### src/rtl/dot_acc.sv
// dot_acc: signed dot-product sequencer around a shared multicycle multiplier.
// Define DOT_ACC_SAT_EN for saturating accumulation and the sticky out_sat flag.
module dot_acc #(
  parameter int LEN_W = 16
) (
  input  logic             clk,
  input  logic             rst,
  input  logic             in_valid,
  output logic             in_ready,
  input  logic [31:0]      in_a,
  input  logic [31:0]      in_b,
  input  logic             in_last,
  output logic [31:0]      mul_a,
  output logic [31:0]      mul_b,
  output logic             mul_valid,
  input  logic             mul_ready,
  input  logic [63:0]      mul_result,
  output logic             out_valid,
  input  logic             out_ready,
  output logic [63:0]      out_sum,
`ifdef DOT_ACC_SAT_EN
  output logic             out_sat,
`endif
  output logic [LEN_W-1:0] out_count
);
  localparam logic [3:0] IDLE = 4'b0001;
  localparam logic [3:0] ISSUE = 4'b0010;
  localparam logic [3:0] WAIT_MUL = 4'b0100;
  localparam logic [3:0] OUT = 4'b1000;
  logic [3:0]       r_state;
  logic [3:0]       w_next;
  logic [31:0]      r_a;
  logic [31:0]      r_b;
  logic             r_last;
  logic [63:0]      r_acc;
  logic [LEN_W-1:0] r_cnt;
  logic [63:0]      w_sum;
  logic [63:0]      w_acc_nxt;
  logic             w_ovf;
  logic             w_idle;
  logic             w_issue;
  logic             w_wait;
  logic             w_out;
  assign w_idle  = r_state == IDLE;
  assign w_issue = r_state == ISSUE;
  assign w_wait  = r_state == WAIT_MUL;
  assign w_out   = r_state == OUT;
  assign w_next = w_idle  ? (in_valid ? ISSUE : IDLE) :
                  w_issue ? WAIT_MUL :
                  w_wait  ? (mul_ready ? (r_last ? OUT : IDLE) : WAIT_MUL) :
                  w_out   ? (out_ready ? IDLE : OUT) : IDLE;
  assign w_sum = r_acc + mul_result;
  // Overflow only when both addends share a sign the result does not.
  assign w_ovf = (r_acc[63] == mul_result[63]) && (w_sum[63] != r_acc[63]);
`ifdef DOT_ACC_SAT_EN
  logic r_sat;
  assign w_acc_nxt = w_ovf ? (r_acc[63] ? 64'h8000_0000_0000_0000 : 64'h7FFF_FFFF_FFFF_FFFF) : w_sum;
  assign out_sat = r_sat;
  always_ff @(posedge clk or posedge rst)
    if (rst) r_sat <= 1'b0;
    else if (w_wait && mul_ready) r_sat <= r_sat | w_ovf;
    else if (w_out && out_ready) r_sat <= 1'b0;
`else
  logic w_unused;
  assign w_unused = w_ovf;
  assign w_acc_nxt = w_sum;
`endif
  always_ff @(posedge clk or posedge rst) begin
    if (rst) begin
      r_state <= IDLE;
      r_a     <= '0;
      r_b     <= '0;
      r_last  <= 1'b0;
      r_acc   <= '0;
      r_cnt   <= '0;
    end else begin
      r_state <= w_next;
      if (w_idle && in_valid) begin
        r_a    <= in_a;
        r_b    <= in_b;
        r_last <= in_last;
      end
      if (w_wait && mul_ready) begin
        r_acc <= w_acc_nxt;
        r_cnt <= r_cnt + {{(LEN_W-1){1'b0}}, 1'b1};
      end else if (w_out && out_ready) begin
        r_acc <= '0;
        r_cnt <= '0;
      end
    end
  end
  assign in_ready  = w_idle;
  assign mul_valid = w_issue;
  assign out_valid = w_out;
  assign mul_a     = r_a;
  assign mul_b     = r_b;
  assign out_sum   = r_acc;
  assign out_count = r_cnt;
endmodule

### config.mk
export PLATFORM = sky130hd
export DESIGN_NAME = dot_acc
export DESIGN_NICKNAME = d
export VERILOG_FILES = /design/src/rtl/dot_acc.sv
export SDC_FILE = /design/constraint.sdc
export NUM_CORES = 1
export LEC_CHECK = 0
export BUFFER_PORTS_ARGS = -buffer_cell sky130_fd_sc_hd__buf_2
export CORE_MARGIN = 2
export CORE_UTILIZATION = 55
export CTS_BUF_LIST = sky130_fd_sc_hd__clkbuf_16
export DETAILED_ROUTE_END_ITERATION = 8
export GPL_TIMING_DRIVEN = 1
export PLACE_DENSITY = 0.95
export SLEW_MARGIN = 20
export SYNTH_ARGS = -nofsm -noshare
export SYNTH_HDL_FRONTEND = slang
export SYNTH_SLANG_ARGS = --single-unit
export TNS_END_PERCENT = 50
### constraint.sdc
create_clock -name clk -period 12.8 [get_ports clk]
set_input_delay 2.56 -clock clk [delete_from_list [all_inputs] [get_ports clk]]
set_output_delay 2.56 -clock clk [all_outputs]
set_load 0.01 [all_outputs]
After elaboration in Yosys (flattened, before gate mapping)
Cells that the tools add are included.
Cells by class
  divide/modulo/power cells: 0
  $add $sub $neg: 2
  magnitude comparators: 0
  multiply operators: 0
  bitwise logic cells: 0
  shifts and indexed selects: 0
  eq/ne operators: 4
  muxes and demuxes: 12
  reduce and logical (&&, ||, !) cells: 4
Operator list (number)
  two-way mux 64 bit: 2
  adder 64 bit: 1
  two-way mux 16 bit: 2
  two-way mux 4 bit: 7
  adder 16 x 1 -> 16 bit (second input constant): 1
  == test 4 x 1 -> 1 bit (second input constant): 1
  == test 4 x 2 -> 1 bit (second input constant): 1
  == test 4 x 3 -> 1 bit (second input constant): 1
  == test 4 bit (second input constant): 1
  logical AND 1 bit: 3
  two-way mux 2 bit: 1
  nonzero test 2 bit: 1
Storage, ports and cells
  bits in latches: 0
  input port bits: 134
  memories kept: 0
  memory bits (read-only): 0
  register bits after elaboration: 149
  bits in writable memories: 0
  word-level logic and storage cells: 28

Longest topological paths before layout
  depth after elaboration: 5
  mapped depth: 13
  depth with buffers taken out: 13

Least setup slack after synthesis
No wires, ideal clock.
  path kind: input to register
  from: in mul_result[9]
  to: reg r_acc[50], in the netlist out_sum[50]
  stages on the path: 11
  library setup time: 126 ps
  setup slack: 7622 ps
  required time: 12674 ps
  arrival time: 5052 ps
  path buffers: 0
  path through: ha_1 a21o_1 o2bb2ai_2 a221o_1 a221oi_2 o21a_4 o41ai_4 a211oi_2 nor2_1 a211o_1 a221o_1
On the way
  cells in the longest elaborated chain, start to end: 2
RTL lines
  from (decl): RTL line 17  | input logic [63:0] mul_result,
  adder 64 bit: RTL line 52  | assign w_sum = r_acc + mul_result;
  two-way mux 64 bit: RTL line 83  | if (w_wait && mul_ready) begin
  to (signal assigned): RTL line 84  | r_acc <= w_acc_nxt;
  to (decl): RTL line 35  | logic [63:0] r_acc;
No other way between the ends.
A chain may end at the register's enable or synchronous reset.

Worst setup path in the final report
  from: in mul_result[4]
  to: reg r_acc[57], in the netlist out_sum[57]
Same word-level chain as after synthesis.

==> flow_metrics.tcl <==
set metrics [dict create \
    cpMostUsedCell "o21ai_1" \
    tns_ns 0 \
    required_ns 13.11 \
    ioPinCount 281 \
    power_mw 2.84 \
    clock_latency_ns 0.43 \
    avgRoutedWirePerCell_um 17.4 \
    cp_slowest_stage_delay_ns 0.45 \
    worstMarginPinSlew_ns 0.915 \
    die_h_um 134 \
    n_fill_cell 1304 \
    status "finished, final reports clean" \
    synth_nets 1326 \
    rsz0062_at_grt "no" \
    drive_above_1_share 0.243 \
    power_density_nw_per_um2 248 \
    fmax_mhz 188 \
    final_cells 1610 \
    hold_viol_final 0 \
    syn-cell-area_um2 9350 \
    dp_cells 1577 \
    cts.clk_slew.worst_paths_ns 0.07 \
    core_um2 16600 \
    vias 9641 \
    synth_top_family_by_area "simple AND/OR/NAND/NOR gates" \
    min_period_over_period 0.415 \
    ys_types 68 \
    synth_flop_cell "dfrtp_1" \
    ir_worst_vdd_v 0.000120 \
    regToRegEndpoint "out_sum[57]$_DFFE_PP0P_" \
    viasPerCell 5.99 \
    synth_fa_ha_area_frac 0.0878 \
    rows 47 \
    finalSetupViolCount 0 \
    min_to "mul_a[9]$_DFFE_PP0P_" \
    drtIter0Drc 1167 \
    min_from "mul_a[9]$_DFFE_PP0P_" \
    dieWidth_um 134 \
    leakage_nw 6.12 \
    cts_setup_buffers 0 \
    overflow 0 \
    cp-start-kind "primary input" \
    fin_nets 1575 \
    rrSetupSlack_ns 9.33 \
    synthCells 1127 \
    grt_pass1_wl_um 45000 \
    synth_xor_area_frac 0.0515 \
    async_reset_ff_frac 1.00 \
    grt_pass1_vias 9120 \
    grt_start_max_net_pins 87 \
    die-area_um2 18100 \
    antenna_found_initial 1 \
    pre_cts_ws_ns 7.17 \
    setup_ws_ns 7.49 \
    synth_compound_area_frac 0.211 \
    critPathKind "primary input to register" \
    slew_viol_final 0 \
    cts_tree "built" \
    drt-total-wl_um 28100 \
    endpoint_kind "register" \
    critPathSlowestCell "a21oi_1" \
    cap_violations 0 \
    clkSinkCount 149 \
    arrival_ns 5.62 \
    avgSynthCellArea_um2 8.30 \
    r2r_start "out_sum[4]$_DFFE_PP0P_" \
    synth_seq_area_share 0.399 \
    crit_chain "buf_2 -> ha_1 -> a21o_1 -> a31o_2 -> o21ai_1 -> o21ai_1 -> a21oi_1 -> o41ai_2 -> a31oi_1 -> o21a_1 -> mux2i_1 -> nand3_1" \
    postRouteAntennaNets 0 \
    io_buffers 280 \
    reg2reg_depth 11 \
    clockRootBuffer "clkbuf_16" \
    synthMuxAreaShare 0.00535 \
    ys_warn_count 0 \
    max-clock-path-buffers 2 \
    worstPathMaxFanout 5 \
    whs_path_depth 2 \
    fin_crit_ns 5.31 \
    grtUsageTotal 0.308 \
    clock_skew_ns 0.0108 \
    start_util 0.564 \
    synth_edf_count 0 \
    drt_pass1_iterations 6 \
    yosys_register_bits 149 \
    hp-class "register to register" \
    gp_congestion 0.970 \
    cts_max_level 4 \
    cts-buffers-inserted 17 \
    ctsResizeCount 0 \
    drc_errors 0 \
    hold_buffers 0 \
    synthSimpleGateAreaFrac 0.215 \
    dp_hpwl_um 20500 \
    slew_headroom 0.389 \
    syn2layout_area_growth_pct 22.4 \
]
-- worst max path at each step --
stage	endpoint	from	cells after the start
floorplan	mul_a[0]$_DFFE_PP0P_	rst	1
global placement	out_sum[60]$_DFFE_PP0P_	mul_result[0]	14
detailed placement	out_sum[63]$_DFFE_PP0P_	mul_result[4]	12
CTS	out_sum[63]$_DFFE_PP0P_	mul_result[4]	12
global route	out_sum[57]$_DFFE_PP0P_	mul_result[4]	12
finish	out_sum[57]$_DFFE_PP0P_	mul_result[4]	12
-- critical path: cells and delay by family --
| family | cells | cell delay [ns] |
|---|---|---|
| buffers and inverters | 1 | 0.10 |
| AO/OA/AOI/OAI | 8 | 2.30 |
| multiplexers | 1 | 0.20 |
| AND/OR/NAND/NOR | 1 | 0.08 |
| adder cells (fa/ha/maj) | 1 | 0.36 |
-- metrics by stage --
step | hold WS, ns | cell area (µm²) | util
2_1_floorplan | 0.468 | 9350 | -
3_3_place_gp | 0.452 | 10900 | 0.656
3_5_place_dp | 0.456 | 10900 | 0.656
4_1_cts | 0.474 | 11400 | 0.690
5_1_grt | 0.492 | 11400 | 0.690
6_report | 0.475 | 11400 | 0.690
-- cell usage in the layout (no fill, tap or decap), types with 5 or more instances in the layout --
| cell | instances |
|---|---|
| inv_6 | 5 |
| o21a_1 | 5 |
| buf_2 | 280 |
| nor2_1 | 39 |
| xnor2_1 | 33 |
| o211ai_1 | 6 |
| and4_1 | 5 |
| a31oi_1 | 10 |
| buf_4 | 5 |
| o21ai_0 | 98 |
| nand2b_1 | 7 |
| nand4_1 | 23 |
| nor2b_1 | 9 |
| o21bai_1 | 9 |
| xor2_1 | 22 |
| a21oi_1 | 82 |
| ha_1 | 64 |
| dfrtp_1 | 148 |
| nand2_1 | 314 |
| nor3_1 | 16 |
| a21boi_0 | 5 |
| and3_1 | 9 |
| o31ai_1 | 7 |
| inv_1 | 19 |
| clkbuf_16 | 17 |
| o21ai_1 | 8 |
| mux2i_1 | 5 |
| nand3_1 | 27 |
| a21o_1 | 35 |
-- power by group --
group / total, mW / switching, mW / internal [mW]
registers: 0.815 / 0.148 / 0.667
logic: 1.54 / 0.929 / 0.610
clock network: 0.484 / 0.227 / 0.257
-- cells in the mapped netlist, drive strengths merged, types with 22 or more instances --
cell / count / share of area
nand4: 23 / 0.015
a21o: 35 / 0.028
clkbuf: 51 / 0.020
xor2: 22 / 0.021
o21ai: 107 / 0.058
nor2: 39 / 0.016
nand2: 315 / 0.13
xnor2: 33 / 0.031
nand3: 28 / 0.015
ha: 64 / 0.086
dfrtp: 148 / 0.40
a21oi: 83 / 0.044
-- routing by layer --
layer | up-vias | GRT usage | part of all wire
li1 | 4436 | - | -
met1 | 4519 | 0.405 | 0.40
met2 | 579 | 0.501 | 0.48
met3 | 107 | 0.0601 | 0.084
met4 | 0 | 0.129 | 0.043
met5 | - | 0 | 0
-- cell families (layout without fill, tap and decap cells) --
logic type      Yosys count  in the layout
flops                   149            149
fa+ha+maj                65             65
buf+inv                  76            338
xor+xnor                 55             55
mux                       5              5
compound gates          309            309
other cells               0              1
simple gates            468            468
-- area by class of cell --
cell class	count	area, µm²	area share
Tap cell	220	275	0.0240
Clock buffer	17	425	0.0372
Antenna cell	1	2.50	0.000219
Clock inverter	15	138	0.0120
Sequential cell	149	3730	0.326
Inverter	21	85.1	0.00743
Multi-Input combinational cell	902	5350	0.468
Timing Repair Buffer	285	1440	0.126
-- flip-flops by register name, summed over array words and instances, names as in the netlist --
name and count:
mul_a 32, out_sum 64, r_state 4, out_count 16, mul_b 32, r_last 1
No activity file was read; power rests on OpenSTA's default activity.
